===== config.mk =====
export PLATFORM = sky130hd
export DESIGN_NAME = contador_control
export DESIGN_NICKNAME = d
export VERILOG_FILES = /design/src/rtl/contador_pkg.sv /design/src/rtl/contador_control_btn.sv /design/src/rtl/contador_control.sv
export SDC_FILE = /design/constraint.sdc
export NUM_CORES = 1
export LEC_CHECK = 0
export ABC_CLOCK_PERIOD_IN_PS = 1700
export CORE_UTILIZATION = 35
export CTS_CLUSTER_DIAMETER = 50
export DETAILED_ROUTE_END_ITERATION = 8
export PLACE_DENSITY = 0.65
export SLEW_MARGIN = 20
export SYNTH_ARGS = -nofsm -noshare
export SYNTH_HDL_FRONTEND = slang
export SYNTH_SLANG_ARGS = --single-unit

===== constraint.sdc =====
create_clock -name clk -period 1.7 [get_ports clk]
set_clock_uncertainty 0.05 [all_clocks]
set_input_delay 0.34 -clock clk [delete_from_list [all_inputs] [get_ports clk]]
set_output_delay 0.34 -clock clk [all_outputs]
set_load 0.1 [all_outputs]

===== src/rtl/contador_pkg.sv =====
// Shared types and constants for the run/pause/clear sequencer of the 4-digit BCD counter.
package contador_pkg;

   localparam int DIGIT_W  = 4;
   localparam int N_DIGITS = 4;
   localparam int CNT_W    = DIGIT_W * N_DIGITS;
   localparam logic [DIGIT_W-1:0] BCD_MAX = 4'd9;

   typedef enum logic [1:0] {
      IDLE  = 2'd0,
      RUN   = 2'd1,
      PAUSE = 2'd2,
      DONE  = 2'd3
   } state_t;

   typedef struct packed {
      logic start;
      logic pause;
      logic clear;
   } btn_pulse_t;

   // A limit holding any non-decimal nibble can never match a real count.
   function automatic logic is_bcd(input logic [CNT_W-1:0] v);
      logic ok;
      ok = 1'b1;
      for (int i = 0; i < N_DIGITS; i++)
         if (v[i*DIGIT_W +: DIGIT_W] > BCD_MAX) ok = 1'b0;
      return ok;
   endfunction

endpackage


===== src/rtl/contador_control_btn.sv =====
// One push-button conditioner: two-flop synchroniser, debounce counter and
// registered rising-edge pulse of the debounced level.
module btn_debounce #(
   parameter int DEB_CYCLES = 4
) (
   input  logic clk,
   input  logic rst,
   input  logic btn,
   output logic pulse
);

   localparam int CW = $clog2(DEB_CYCLES + 1);
   localparam logic [CW-1:0] CNT_LAST = CW'(DEB_CYCLES - 1);

   logic [1:0]    sync;
   logic [CW-1:0] cnt;
   logic          level;
   logic          level_d;

   always_ff @(posedge clk) begin
      if (!rst) begin
         sync    <= '0;
         cnt     <= '0;
         level   <= 1'b0;
         level_d <= 1'b0;
         pulse   <= 1'b0;
      end else begin
         sync <= {sync[0], btn};
         // Any sample agreeing with the current level restarts the run count.
         if (sync[1] != level) begin
            if (cnt == CNT_LAST) begin
               level <= sync[1];
               cnt   <= '0;
            end else begin
               cnt <= cnt + CW'(1);
            end
         end else begin
            cnt <= '0;
         end
         level_d <= level;
         pulse   <= level & ~level_d;
      end
   end

endmodule


===== src/rtl/contador_control.sv =====
// Sequencer between the board buttons/clock divider and the BCD counter chain:
// gates the slow tick into digit 0, issues the global clear, stops at the limit.
module contador_control
   import contador_pkg::*;
#(
   parameter int DEB_CYCLES = 4,
   parameter bit LIMIT_EN   = 1'b1
) (
   input  logic             clk,
   input  logic             rst,
   input  logic             tick,
   input  logic             start_btn,
   input  logic             pause_btn,
   input  logic             clear_btn,
   input  logic [CNT_W-1:0] limit,
   input  logic [CNT_W-1:0] qdata,
   output logic             ena0_out,
   output logic             rstcnt_out,
   output logic [1:0]       state_out,
   output logic             done
);

   btn_pulse_t pls;
   state_t     state, state_nxt;
   logic       hit;

   btn_debounce #(.DEB_CYCLES(DEB_CYCLES)) u_start (
      .clk(clk), .rst(rst), .btn(start_btn), .pulse(pls.start));
   btn_debounce #(.DEB_CYCLES(DEB_CYCLES)) u_pause (
      .clk(clk), .rst(rst), .btn(pause_btn), .pulse(pls.pause));
   btn_debounce #(.DEB_CYCLES(DEB_CYCLES)) u_clear (
      .clk(clk), .rst(rst), .btn(clear_btn), .pulse(pls.clear));

   assign hit = LIMIT_EN && is_bcd(limit) && (qdata == limit);

   always_comb begin
      state_nxt = state;
      if (pls.clear) begin
         state_nxt = IDLE;
      end else begin
         case (state)
            IDLE:    if (pls.start) state_nxt = RUN;
            RUN:     if (pls.pause) state_nxt = PAUSE;
                     else if (hit)  state_nxt = DONE;
            PAUSE:   if (pls.start) state_nxt = RUN;
            DONE:    state_nxt = DONE;
            default: state_nxt = IDLE;
         endcase
      end
   end

   always_ff @(posedge clk) begin
      if (!rst) begin
         state      <= IDLE;
         rstcnt_out <= 1'b1;
         done       <= 1'b0;
      end else begin
         state      <= state_nxt;
         rstcnt_out <= pls.clear;
         done       <= (state_nxt == DONE);
      end
   end

   // Gating on hit keeps the counter parked exactly on the limit value.
   assign ena0_out  = tick && (state == RUN) && !hit;
   assign state_out = state;

endmodule


==> impl_metrics.ini, run 1 <==
[worst_setup_path]
cp.required_ns = 1.31
r2r-end = u_clear.cnt[1]
startpoint_type = primary input
crit_type = in2out
endpoint_kind = primary output
r2r_start = u_clear.cnt[0]
cp_max_fo = 2
crit_chain = buf_6 -> xor2_1 -> nor4_1 -> and3_1 -> nand3_2 -> and3_4 -> buf_12
cp_slowest_stage_delay_ns = 0.29
reg2reg_depth = 4
slowest_stage = nor4_1
arrival_ns = 1.54
reg2reg_slack_ns = 0.50

[route]
vias_per_cell = 4.31
drt_pass1_iterations = 2
drc = 0
drt_iter0_drc = 13
wire_per_inst_um = 10.7
vias = 917
drt_wl_total_um = 2280
detail-route-antenna-nets = 0

[job]
maxCapViolations = 0

[global_routing]
grtUsageTotal = 0.151
antenna_found_initial = 0
grt_pass1_wl_um = 3990
grt_max_degree = 16
grt.overflow.total = 0
grt_pass1_vias = 926

[power_and_ir_drop]
p_per_area_nw_per_um2 = 623
pwr-share-seq = 0.613
vdd_drop_max_uv = 584
switchingPower_mw = 0.239
leakagePower_nw = 0.757
finalPower_mw = 1.09
combPwrFrac = 0.147
switching_share = 0.219
p_int_mw = 0.851
clockPowerShare = 0.240

[synthesis]
netlist.area_leader.share = 0.478
ys_warn_count = 0
synthesis.nets = 160
synth_area_leaders = dfxtp_1 (48%), xor2_1 (10%), ha_1 (6.4%)
synth_area_um2 = 1170
ys_seq_area_frac = 0.478
yosysUniqueCellTypes = 23
netlist_instances = 116
synth_area_leader_cell = dfxtp_1
synth_area_per_cell_um2 = 10.1
ys_ff_latch = 28

[sta]
hold_slack_ns = 0.334
max_slew.worst_pin.slew_ns = 0.291
timing.setup.tns_ns = -0.227
slew_viol_final = 0
max-slew-margin-rel = 0.806
hold_violations = 0
rsz0062_at_grt = yes
timing.final.crit_share = 1.13
fmax_mhz = 519
setup_ws_ns = -0.227
setup_viol = 1
fin_crit_ns = 1.93

[die]
die_area_um2 = 3590
initial_core_util = 0.378
io_pins = 43
die_h_um = 59.9
die_w_um = 59.9
rows = 20
core_um2 = 3100

[finish]
diodes = 0
syn2layout_area_growth_pct = 49.3
final_nets = 214
instances_no_fill = 213
drive_gt1_frac = 0.266

[placement]
dp_cells = 204
place.gp.congestion = 0.811
dp_hpwl_um = 1880
port_buffers = 42

[hold_path]
min_from = u_pause.level_d
hold_path_class = reg2reg
min_path_cells = 1
worstHoldEndpoint = u_pause.pulse

[clocking]
cts_buffers = 3
clock-sinks = 28
clock_path_buffers = 2
insertion_delay_ns = 0.31
path_clk_slew_ns = 0.13
htree_levels = 1
cts_tree = yes
root_buffer = clkbuf_4

[status]
failed_checks = negative setup slack
status = finished with violations
## through the flow
step            util  setup WS, ns  instance area [µm²]
2_1_floorplan      -        0.0113                 1180
5_1_grt        0.564        -0.308                 1750
3_3_place_gp   0.556        -0.566                 1730
4_1_cts        0.559        -0.191                 1740
3_5_place_dp   0.556        -0.596                 1730
6_report       0.564        -0.227                 1750
## worst max-delay path by stage
| stage | to | cells after the start | slack, ns | startpoint |
|---|---|---|---|---|
| 4_1_cts | ena0_out | 7 | -0.19 | qdata[11] |
| 2_1_floorplan | ena0_out | 5 | 0.01 | limit[10] |
| 3_3_place_gp | ena0_out | 7 | -0.57 | limit[7] |
| 5_1_grt | ena0_out | 7 | -0.31 | qdata[7] |
| 3_5_place_dp | ena0_out | 7 | -0.60 | limit[7] |
| 6_report | ena0_out | 7 | -0.23 | qdata[7] |
## registers in the layout (all words and copies together), names as in the netlist, 2 cells and up
name / cells
u_start.cnt: 3
u_clear.cnt: 3
state_out: 2
u_pause.sync: 2
u_pause.cnt: 3
u_start.sync: 2
u_clear.sync: 2
## kinds of logic after synthesis
family,count (synthesis),synth area share
mux,3,0.0256
xor+xnor,18,0.134
buf+inv,10,0.0320
fa+ha+maj,6,0.0640
flops,28,0.478
compound gates,10,0.0576
simple gates,41,0.208
## layout make-up
class,count,area (µm²)
Clock buffer,4,26.3
Fill cell,302,1350
Inverter,9,33.8
Multi-Input combinational cell,78,602
Sequential cell,28,566
Tap cell,44,55.1
Timing Repair Buffer,50,468
## power by group through the flow
| stage | logic, mW | registers (mW) | clock network (mW) |
|---|---|---|---|
| floorplan | 0.0510 | 0.692 | 0 |
| global placement | 0.170 | 0.683 | 0 |
| detailed placement | 0.173 | 0.684 | 0 |
| CTS | 0.159 | 0.669 | 0.279 |
| global route | 0.175 | 0.671 | 0.311 |
| finish | 0.160 | 0.669 | 0.262 |
## layer usage
| metal | vias up | track usage | part of all wire |
|---|---|---|---|
| li1 | 482 | - | - |
| met2 | 17 | 0.289 | 0.55 |
| met4 | 0 | 0.0465 | 0.017 |
| met1 | 412 | 0.156 | 0.40 |
| met3 | 6 | 0.0455 | 0.039 |
| met5 | - | 0 | 0 |
## cells in the final DEF, fill, tap and decap left out
master           count
o21ai_0              2
nand3_2              1
a21oi_1              2
dlygate4sd2_1        5
buf_12               5
xor2_1              12
dfxtp_4              1
nor4_1               2
xor2_2               2
or3_1                1
nand2_1              2
clkbuf_4             3
dfxtp_1             26
mux2i_1              3
and3_4               1
inv_1                9
dfxtp_2              1
nor2_1              10
xnor2_2              1
clkdlybuf4s50_1      5
a211o_1              1
clkbuf_1             1
buf_2               13
a41oi_1              1
nor3_4               1
buf_4                8
o21ai_1              3
buf_6                7
and3_1               2
nand4_1              1
clkdlybuf4s15_1      7
and2_1               9
a311oi_2             1
nor2b_1              8
ha_1                 6
nand3b_1             3
xnor2_1              3
## Yosys cell counts
| cell type | count |
|---|---|
| a211o_1 | 1 |
| a21oi_1 | 2 |
| a311oi_2 | 1 |
| a41oi_1 | 1 |
| and2_1 | 9 |
| and3_1 | 3 |
| clkbuf_1 | 1 |
| dfxtp_1 | 28 |
| ha_1 | 6 |
| inv_1 | 9 |
| mux2i_1 | 3 |
| nand2_1 | 2 |
| nand3_2 | 1 |
| nand3b_1 | 3 |
| nand4_1 | 1 |
| nor2_1 | 10 |
| nor2b_1 | 8 |
| nor3_4 | 1 |
| nor4_1 | 2 |
| o21ai_0 | 5 |
| or3_1 | 1 |
| xnor2_1 | 4 |
| xor2_1 | 14 |
## worst max-delay path: cells and delay by family
family | cells | cell delay (ns)
simple gates | 4 | 0.81
xor+xnor | 1 | 0.14
buf+inv | 2 | 0.25
## repair_timing
action                                  in CTS  in global routing
resized for setup                          105                  3
endpoints found under the setup margin       2                  1
cloned                                       0                  0
hold buffers                                 0                  0
buffers inserted                             4                  1
pin swaps                                   19                  4
No activity file was read; power rests on OpenSTA's default activity.
==> run 2, diff against run 1 <==
--- a/config.mk
+++ b/config.mk
@@ -6,10 +6,13 @@
 export NUM_CORES = 1
 export LEC_CHECK = 0
 export ABC_CLOCK_PERIOD_IN_PS = 1700
-export CORE_UTILIZATION = 35
+export CELL_PAD_IN_SITES_DETAIL_PLACEMENT = 0
+export CELL_PAD_IN_SITES_GLOBAL_PLACEMENT = 1
+export CORE_UTILIZATION = 34
+export CTS_BUF_LIST = sky130_fd_sc_hd__clkbuf_8
 export CTS_CLUSTER_DIAMETER = 50
 export DETAILED_ROUTE_END_ITERATION = 8
-export PLACE_DENSITY = 0.65
+export PLACE_DENSITY_LB_ADDON = 0.1
 export SLEW_MARGIN = 20
 export SYNTH_ARGS = -nofsm -noshare
 export SYNTH_HDL_FRONTEND = slang
==> impl_metrics.ini, run 2 (synthesis results as in run 1) <==
[route]
wire_per_inst_um = 11.1
drt_wl_total_um = 2350
drc = 0
detail-route-antenna-nets = 0
drt_iter0_drc = 11
vias = 936
drt_pass1_iterations = 4
vias_per_cell = 4.42

[sta]
setup_viol = 2
setup_ws_ns = -0.227
max_slew.worst_pin.slew_ns = 0.263
hold_violations = 0
slew_viol_final = 0
rsz0062_at_grt = yes
timing.setup.tns_ns = -0.382
hold_slack_ns = 0.325
fin_crit_ns = 1.93
timing.final.crit_share = 1.13
fmax_mhz = 519
max-slew-margin-rel = 0.824

[placement]
place_area_um2 = 1730
dp_cells = 204
place.gp.congestion = 0.706
dp_hpwl_um = 1830
preCtsSetupSlack_ns = -0.699
port_buffers = 42

[finish]
final_cell_mix = dfxtp_1 (26), buf_2 (15), xor2_1 (11), nor2_1 (10)
final_nets = 213
largestRegisters = u_clear.cnt (3), u_pause.cnt (3), u_start.cnt (3)
syn2layout_area_growth_pct = 55.3
final_common_cell = dfxtp_1
fin_util = 0.577
diodes = 0
num-fill-cells = 298
drive_gt1_frac = 0.274
instances_no_fill = 212
final_cell_area_um2 = 1820

[worst_setup_path]
startpoint = limit[10]
reg2reg_slack_ns = 0.56
r2r-end = u_pause.cnt[2]
cp.required_ns = 1.31
r2r_start = u_pause.cnt[0]
crit_type = in2out
arrival_ns = 1.54
reg2reg_depth = 4
critPathCapture = ena0_out
endpoint_kind = primary output
cp_max_fo = 2
startpoint_type = primary input

[power_and_ir_drop]
pwr-share-seq = 0.496
clockPowerShare = 0.383
combPwrFrac = 0.121
p_per_area_nw_per_um2 = 740
vdd_drop_max_uv = 554
finalPower_mw = 1.35
leakagePower_nw = 0.761
switching_share = 0.205
p_int_mw = 1.07
switchingPower_mw = 0.277

[clocking]
clock_path_buffers = 2
htree_levels = 1
cts_hold_buf = 0
root_buffer = clkbuf_8
insertion_delay_ns = 0.28
cts_buffers = 3
path_clk_slew_ns = 0.10
cts_tree = yes
clock-sinks = 28

[die]
core_um2 = 3150
die_w_um = 60.7
io_pins = 43
rows = 20
die_area_um2 = 3690
initial_core_util = 0.372
die_h_um = 60.7

[global_routing]
grtUsageTotal = 0.140
grt_pass1_wl_um = 3750
grt.overflow.total = 0
grt_pass1_vias = 875
antenna_found_initial = 0
grt_max_degree = 17

[job]
maxCapViolations = 0

[status]
failed_checks = negative setup slack
status = finished with violations

[hold_path]
hold_path_class = reg2reg
run 2: cell count changes in the layout (fill, tap and decap cells not counted), moves of 2 or more:
cell,before,now
buf_6,7,2
and3_1,2,0
clkbuf_8,0,3
clkbuf_4,3,0
clkdlybuf4s15_1,7,9
buf_4,8,6
buf_2,13,15
run 2: cell type report:
| type | count | area [µm²] | share of cell area |
|---|---|---|---|
| Clock inverter | 1 | 30.0 | 0.0165 |
| Tap cell | 44 | 55.1 | 0.0302 |
| Timing Repair Buffer | 49 | 453 | 0.249 |
| Inverter | 9 | 33.8 | 0.0186 |
| Sequential cell | 28 | 566 | 0.311 |
| Clock buffer | 3 | 41.3 | 0.0227 |
| Multi-Input combinational cell | 78 | 642 | 0.353 |
run 2: power groups by stage:
stage	logic (mW)	clock network (mW)	registers [mW]
after global placement	0.171	0	0.683
final	0.164	0.516	0.668
after CTS	0.155	0.530	0.669
after detailed placement	0.172	0	0.684
after global routing	0.179	0.556	0.670
after floorplan	0.0510	0	0.692
run 2: worst min-delay path by stage:
stage	endpoint	from	depth (start not counted)	slack [ns]
finish	u_clear.pulse	u_clear.level_d	1	0.32
global route	u_pause.pulse	u_pause.level_d	1	0.35
CTS	u_clear.pulse	u_clear.level_d	1	0.34
detailed placement	u_start.pulse	u_start.level_d	1	0.32
global placement	u_clear.pulse	u_clear.level_d	1	0.32
floorplan	u_clear.pulse	u_clear.level_d	1	0.32
run 2: repair_timing:
item,4_1_cts,5_1_grt
resized for setup,100,5
cloned,0,0
setup endpoints to repair,2,2
pin swaps,22,3
buffers inserted,5,0
run 2: critical path, cell delays in order:
cell and delay, ns:
clkdlybuf4s15_1 0.18, or3_1 0.30, o21ai_1 0.10, and3_4 0.22
nand3_4 0.07, and3_4 0.17, buf_12 0.16
run 2: metal layers:
metal | wire, µm | vias up | GRT usage
met2 | 1120 | 26 | 0.240
met4 | 31 | 0 | 0.0584
met5 | 0 | - | 0
met1 | 1050 | 426 | 0.168
li1 | - | 480 | -
met3 | 147 | 4 | 0.0341
==> run 3, diff against run 2 <==
--- a/config.mk
+++ b/config.mk
@@ -11,6 +11,7 @@
 export CORE_UTILIZATION = 34
 export CTS_BUF_LIST = sky130_fd_sc_hd__clkbuf_8
 export CTS_CLUSTER_DIAMETER = 50
+export CTS_CLUSTER_SIZE = 24
 export DETAILED_ROUTE_END_ITERATION = 8
 export PLACE_DENSITY_LB_ADDON = 0.1
 export SLEW_MARGIN = 20
==> constraint.sdc (replaced) <==
create_clock -name clk -period 1.7 [get_ports clk]
set_clock_uncertainty 0.05 [all_clocks]
set_input_delay 0.34 -clock clk [delete_from_list [all_inputs] [get_ports clk]]
set_output_delay 0.34 -clock clk [all_outputs]
set_load 0.01 [all_outputs]
==> impl_metrics.ini, run 3 (synthesis results as in run 1) <==
[global_routing]
grt.overflow.total = 0
grt_pass1_vias = 866
grt_pass1_wl_um = 3350
grtUsageTotal = 0.122
antenna_found_initial = 0
grt_max_degree = 16

[die]
die_w_um = 60.7
die_h_um = 60.7
die_area_um2 = 3690
initial_core_util = 0.372
rows = 20
io_pins = 43
core_um2 = 3150

[sta]
setup_ws_ns = -0.128
fin_crit_ns = 1.83
hold_violations = 0
rsz0062_at_grt = yes
max_slew.worst_pin.slew_ns = 0.224
fmax_mhz = 547
max-slew-margin-rel = 0.849
timing.final.crit_share = 1.08
slew_viol_final = 0
hold_slack_ns = 0.335
setup_viol = 1

[finish]
drive_gt1_frac = 0.229
num-fill-cells = 320
final_nets = 211
instances_no_fill = 210
fin_util = 0.539
multi_input_area_um2 = 607
final_cell_mix = dfxtp_1 (28), buf_2 (14), xor2_1 (12), nor2_1 (10)
syn2layout_area_growth_pct = 45.0
largestRegisters = u_clear.cnt (3), u_pause.cnt (3), u_start.cnt (3)
diodes = 0
regArea_um2 = 561
final_common_cell = dfxtp_1

[route]
drt_iter0_drc = 6
vias_per_cell = 4.36
drt_wl_total_um = 2190
vias = 915
wl_met3_um = 128
wire_per_inst_um = 10.4
routed.top_layer = met3
wl_met2_um = 1090
drc = 0
wl_met1_um = 975
drt_pass1_iterations = 2
detail-route-antenna-nets = 0

[clocking]
cts_buffers = 3
cts_hold_buf = 0
htree_levels = 1
root_buffer = clkbuf_8
path_clk_slew_ns = 0.08
clock_path_buffers = 2
cts_tree = yes
insertion_delay_ns = 0.26
clock-sinks = 28
postCtsSetupBuffers = 0

[placement]
port_buffers = 42
place.gp.congestion = 0.709
dp_hpwl_um = 1820
dp_cells = 206
preCtsSetupSlack_ns = -0.889

[worst_setup_path]
cp_max_fo = 2
startpoint_type = primary input
crit_type = in2out
reg2reg_depth = 4
endpoint_kind = primary output
r2r_start = u_start.cnt[0]
reg2reg_slack_ns = 0.54
r2r-end = u_start.cnt[0]
arrival_ns = 1.44
cp.required_ns = 1.31

[status]
failed_checks = negative setup slack
status = finished with violations

[power_and_ir_drop]
p_per_area_nw_per_um2 = 705
leakagePower_nw = 0.732
vdd_drop_max_uv = 767

[hold_path]
worstHoldEndpoint = u_pause.pulse
min_path_cells = 1
hold_path_class = reg2reg
min_from = u_pause.level_d

[job]
maxCapViolations = 0
## run 3: changes by cell type in the layout (fill, tap and decap cells not counted), moves of 2 or more
cell	before	now
buf_12	5	0
clkdlybuf4s50_1	5	9
buf_6	2	4
dfxtp_1	26	28
dlygate4sd2_1	5	3
## run 3: cell type report
cell class                 count  area share
clock buffer                   4      0.0324
inverter                       9      0.0199
multi-input combinational     78       0.357
sequential                    28       0.330
tap                           44      0.0324
timing repair buffer          47       0.229
## run 3: report_power, final
part	leakage [nW]	switching, mW	total, mW	internal, mW
Combinational	0.476	0.0552	0.144	0.0883
Sequential	0.227	0.00371	0.669	0.665
Clock	0.0288	0.180	0.387	0.207
## run 3: what timing repair did
| item | CTS | global route |
|---|---|---|
| cloned | 0 | 0 |
| gates resized for setup | 103 | 6 |
| pin swaps | 20 | 6 |
| setup endpoints to repair | 2 | 1 |
## run 3: metal layers
metal	up-vias	track usage
met3	0	0.0448
met1	416	0.132
met2	21	0.229
met5	-	0
met4	0	0.0195
li1	478	-
## run 3: how the worst max path moves through the flow
stage	start	to	slack, ns	cells past startpoint
floorplan	limit[10]	ena0_out	0.1	5
global placement	limit[14]	ena0_out	-0.88	7
detailed placement	limit[14]	ena0_out	-0.89	7
CTS	qdata[0]	ena0_out	-0.15	7
global route	limit[6]	ena0_out	-0.18	7
finish	limit[2]	ena0_out	-0.13	7
## run 3: worst max-delay path, cell delays in order
cell and delay, ns:
buf_2 0.11, xor2_1 0.15, nor4_1 0.25, and3_1 0.23, nand3_2 0.09, and3_4 0.16
buf_6 0.11
## run 3: stage by stage
stage | total power, mW | TNS (ns) | instance area (µm²)
after floorplan | 0.736 | 0 | 1170
after global routing | 1.26 | -0.179 | 1700
final | 1.20 | -0.128 | 1700
after global placement | 0.842 | -1.32 | 1680
after detailed placement | 0.847 | -1.37 | 1680
after CTS | 1.22 | -0.151 | 1690
